File: src/rtl/regfile_sb.sv
`default_nettype none
// +----------------------------------------------------------------------------+
// | regfile_sb : register file with write-through reads, link-write priority, |
// |              hardwired r0, v0/a0 taps and a per-register busy scoreboard. |
// | Revision   : 1.0                                                          |
// +----------------------------------------------------------------------------+
module regfile_sb #(
    parameter int DATA_W   = 32,
    parameter int ADDR_W   = 5,
    parameter int LINK_REG = 31,
    parameter int V0_REG   = 2,
    parameter int A0_REG   = 4
) (
    input  logic              clk,
    input  logic              rst_n,
    input  logic [ADDR_W-1:0] rd_addr1,
    input  logic [ADDR_W-1:0] rd_addr2,
    input  logic              wr_en,
    input  logic [ADDR_W-1:0] wr_addr,
    input  logic [DATA_W-1:0] wr_data,
    input  logic              link_en,
    input  logic              iss_en,
    input  logic [ADDR_W-1:0] iss_addr,
    output logic [DATA_W-1:0] rd_data1,
    output logic [DATA_W-1:0] rd_data2,
    output logic              busy1,
    output logic              busy2,
    output logic [DATA_W-1:0] v0,
    output logic [DATA_W-1:0] a0
);

    localparam int DEPTH = 2**ADDR_W;
    localparam logic [ADDR_W-1:0] c_link = ADDR_W'(LINK_REG);
    localparam logic [ADDR_W-1:0] c_v0   = ADDR_W'(V0_REG);
    localparam logic [ADDR_W-1:0] c_a0   = ADDR_W'(A0_REG);

    logic [DATA_W-1:0] r_mem [DEPTH];
    logic [DEPTH-1:0]  r_busy;
    logic [DEPTH-1:0]  w_busy_nxt;
    logic [ADDR_W-1:0] w_wr_addr;
    logic              w_wr_eff;

    // Link writes steal the write port; writes to r0 are dropped here so
    // neither storage nor bypass ever sees them.
    assign w_wr_addr = link_en ? c_link : wr_addr;
    assign w_wr_eff  = (link_en || wr_en) && (w_wr_addr != '0);

    // Clear-then-set so a re-issue in the writeback cycle keeps the reg busy.
    always_comb begin
        w_busy_nxt = r_busy;
        if (w_wr_eff)
            w_busy_nxt[w_wr_addr] = 1'b0;
        if (iss_en && (iss_addr != '0))
            w_busy_nxt[iss_addr] = 1'b1;
        w_busy_nxt[0] = 1'b0;
    end

    always_ff @(posedge clk or negedge rst_n) begin
        if (!rst_n) begin
            for (int i = 0; i < DEPTH; i++)
                r_mem[i] <= '0;
            r_busy   <= '0;
            rd_data1 <= '0;
            rd_data2 <= '0;
            busy1    <= 1'b0;
            busy2    <= 1'b0;
            v0       <= '0;
            a0       <= '0;
        end else begin
            if (w_wr_eff)
                r_mem[w_wr_addr] <= wr_data;
            r_busy   <= w_busy_nxt;
            rd_data1 <= (w_wr_eff && (rd_addr1 == w_wr_addr)) ? wr_data : r_mem[rd_addr1];
            rd_data2 <= (w_wr_eff && (rd_addr2 == w_wr_addr)) ? wr_data : r_mem[rd_addr2];
            busy1    <= w_busy_nxt[rd_addr1];
            busy2    <= w_busy_nxt[rd_addr2];
            v0       <= (w_wr_eff && (c_v0 == w_wr_addr)) ? wr_data : r_mem[c_v0];
            a0       <= (w_wr_eff && (c_a0 == w_wr_addr)) ? wr_data : r_mem[c_a0];
        end
    end

endmodule
`default_nettype wire
File: config.mk
export PLATFORM = sky130hd
export DESIGN_NAME = regfile_sb
export DESIGN_NICKNAME = d
export VERILOG_FILES = /design/src/rtl/regfile_sb.sv
export SDC_FILE = /design/constraint.sdc
export NUM_CORES = 2
export LEC_CHECK = 0
export CORE_UTILIZATION = 30
export DETAILED_ROUTE_END_ITERATION = 10
export PLACE_DENSITY = 0.52
export REMOVE_ABC_BUFFERS = 1
export SYNTH_ARGS = -nofsm -noshare
export SYNTH_HDL_FRONTEND = slang
export SYNTH_SLANG_ARGS = --single-unit
File: constraint.sdc
create_clock -name clk -period 6.02 [get_ports clk]
set_input_delay 1.806 -clock clk [delete_from_list [all_inputs] [get_ports clk]]
set_output_delay 1.806 -clock clk [all_outputs]
set_load 0.03 [all_outputs]
==> reports/metrics.cfg <==
[logic_synthesis]
synth_top_cell_by_area=dfrtp_1
ys_ff_latch=1185
yosysWarnings=0
synth_edf_count=0
netlist_top_cells_count=1,185 x dfrtp_1, 881 x o21ai_0, 879 x nand2_1, 608 x mux4_2, 398 x clkbuf_1
syn_area_per_cell_um2=12.5
synthFlopType=dfrtp_1
yosysSeqAreaShare_pct=50.4
syn_area_um2=58800
synth.top_cell.area_share_pct=50.4
yosys-top-cells-area=dfrtp_1 50%, mux4_2 23%, o21ai_0 7.5%, nand2_1 5.6%, mux2_2 4.2%
yosysMostFrequentCell=dfrtp_1
syn_inst=4712
async_reset_ff_share_pct=100
yosysUniqueCellTypes=68

[clock_network]
clk_pin_slew_ns=0.06
clockBufferDepth=3
cts-root-buf=clkbuf_16
post_cts_buffers=0
clk_latency_ns=0.79
cts.sink_count=1185
cts_made_buffers=134
cts_max_level=4
cts_resized=0
cts_tree=yes
holdBufCountCts=0

[critical_path]
worstPathCellList=clkdlybuf4s50_1 -> buf_4 -> nor4bb_1 -> nand2_2 -> a22o_1 -> mux2i_1 -> o32a_1 -> a41oi_1
worstSetupEndpointType=flop
cp.arrival_ns=4.87
reg2reg_slack_ns=3.85
crit_path_start_kind=input pin
cpMaxStageDelayCell=nor4bb_1
r2r_cells=4
worst-path-max-fanout=18
timing.rr.start=r_mem[770]
setup.worst_path.class=input pin to flop
max_stage_delay_ns=0.79
r2r_end=rd_data1[2]
required_ns=6.66

[sta]
slew_violations=0
worstMarginPinSlew_ns=1.24
final.setup_skew_ns=0.0224
hold-worst-slack_ns=0.392
final.setup.worst_slack_ns=1.79
relSlewSlack_pct=17.2
hold_viol_final=0
period_needed_ns=4.23
setup_viol=0
fin_tns_setup_ns=0
max_freq_mhz=237
fin_crit_sh_pct=70.2
rsz0062_at_grt=false

[run]
maxCapViolations=0

[routing]
wl_mm=194
num_vias=39500
vias_per_cell=5.35
wl_met1_mm=83.5
wl_per_cell_um=26.3
wl_met2_mm=94.4
maxUsedRoutingLayer=met5
drc=0
ant_nets=0
drt_iter0_markers=3310
wl_met3_mm=10.3
dr.pass1.iters=7

[floorplanning]
fp-row-count=162
dieArea_um2=198000
initial_utilization_pct=30.2
fp.dieW_um=445
pin_count=187
core_area_um2=195000
fp.dieH_um=445

[cells_and_area]
final_util_pct=34.9
fin_nets=4718
multi_input_area_um2=27100
design_area_um2=68000
syn_to_final_growth_pct=15.7
fillCellCount=19000
fin_cells=7385
final_layout_size_suffix_gt1_share_pct=25.8
regArea_um2=29700

[min_path]
worstHoldPathType=flop to flop
whs_endpoint=r_mem[1012]
hold_depth=0
holdCritStartpoint=r_mem[1012]

[global_routing]
antenna_found_initial=7
overflow=0
grt_util_all_layers_pct=19.9
grt_pass1_vias=40700
grt_max_degree=146
grt_pass1_wl_mm=290

[pwr]
total_power_mw=20.8
p_leak_nw=28.9
powerDensity_nw_per_um2=306
ir_worst_vdd_mv=0.202

[run_status]
status=finished, final reports clean

[placed_design]
dpl_cell_area_um2=63600
portBuffers=186
dp_slack_ns=0.998
hpwl_mm=118
gp_congestion=0.897
placed_cells=7149

## kinds of logic after synthesis
| family | Yosys count | synth area share [%] |
|---|---|---|
| AO/OA/AOI/OAI | 1045 | 9.43 |
| XOR/XNOR | 5 | 0.0745 |
| buffers and inverters | 558 | 3.81 |
| flip-flops | 1185 | 50.4 |
| multiplexers | 955 | 29.7 |
| AND/OR/NAND/NOR | 964 | 6.61 |
## placed cells by master, fill, tap and decap left out, drive strengths merged, types with 4 or more instances in the layout
cell           count
clkinvlp           5
o21ai            882
buf              148
xnor2              4
or2                5
clkdlybuf4s50    178
o211ai             8
inv               52
a211oi             6
nand2b             5
nor2b              7
nor4bb             7
clkinv            20
o22ai             34
o41ai              4
nor2              17
a221oi             8
dfrtp           1185
a41oi              5
nand3             13
mux2i            127
nor3               5
a21oi             52
a22o              16
mux4             608
clkbuf           193
mux2             220
a2111oi            4
nand2            879
a32oi              5
nand4bb            5
bufinv            10
## worst max path at each step
stage,startpoint,to,cells after the start
after CTS,rd_addr2[2],rd_data2[0],7
after detailed placement,rd_addr2[2],rd_data2[0],7
after global placement,rd_addr2[2],rd_data2[0],7
final,wr_addr[3],busy1,8
after floorplan,rd_addr1[3],rd_data1[0],4
after global routing,wr_addr[2],busy1,8
## routing by layer
layer / track usage, % / vias to the layer above
met5: 0 / -
met4: 6.17 / 6
met3: 3.30 / 276
met2: 32.6 / 1140
met1: 26.9 / 20800
li1: - / 17200
## where the power goes
group | internal (mW) | switching [mW] | total, mW
combinational | 1.48 | 1.59 | 3.07
sequential | 8.77 | 0.571 | 9.34
clock | 4.95 | 3.48 | 8.43
## layout make-up
cell class / count / share of cell area (%)
Sequential cell: 1185 / 43.6
Multi-Input combinational cell: 2969 / 39.9
Clock buffer: 193 / 5.75
Timing Repair Buffer: 326 / 4.87
Tap cell: 2624 / 4.83
Clock inverter: 42 / 0.806
Inverter: 45 / 0.263
Antenna cell: 1 / 0.00368
## sequential cells by signal (all words and copies together), names as in the netlist
signal    cells
busy2         1
r_busy       31
a0           32
rd_data2     32
rd_data1     32
r_mem      1024
busy1         1
v0           32
## worst max-delay path, delay by kind of cell
family / cells / cell delay, ns
buffers and inverters: 2 / 0.91
AND/OR/NAND/NOR: 2 / 1.36
multiplexers: 1 / 0.13
AO/OA/AOI/OAI: 3 / 0.65
No activity file was read; power rests on OpenSTA's default activity.
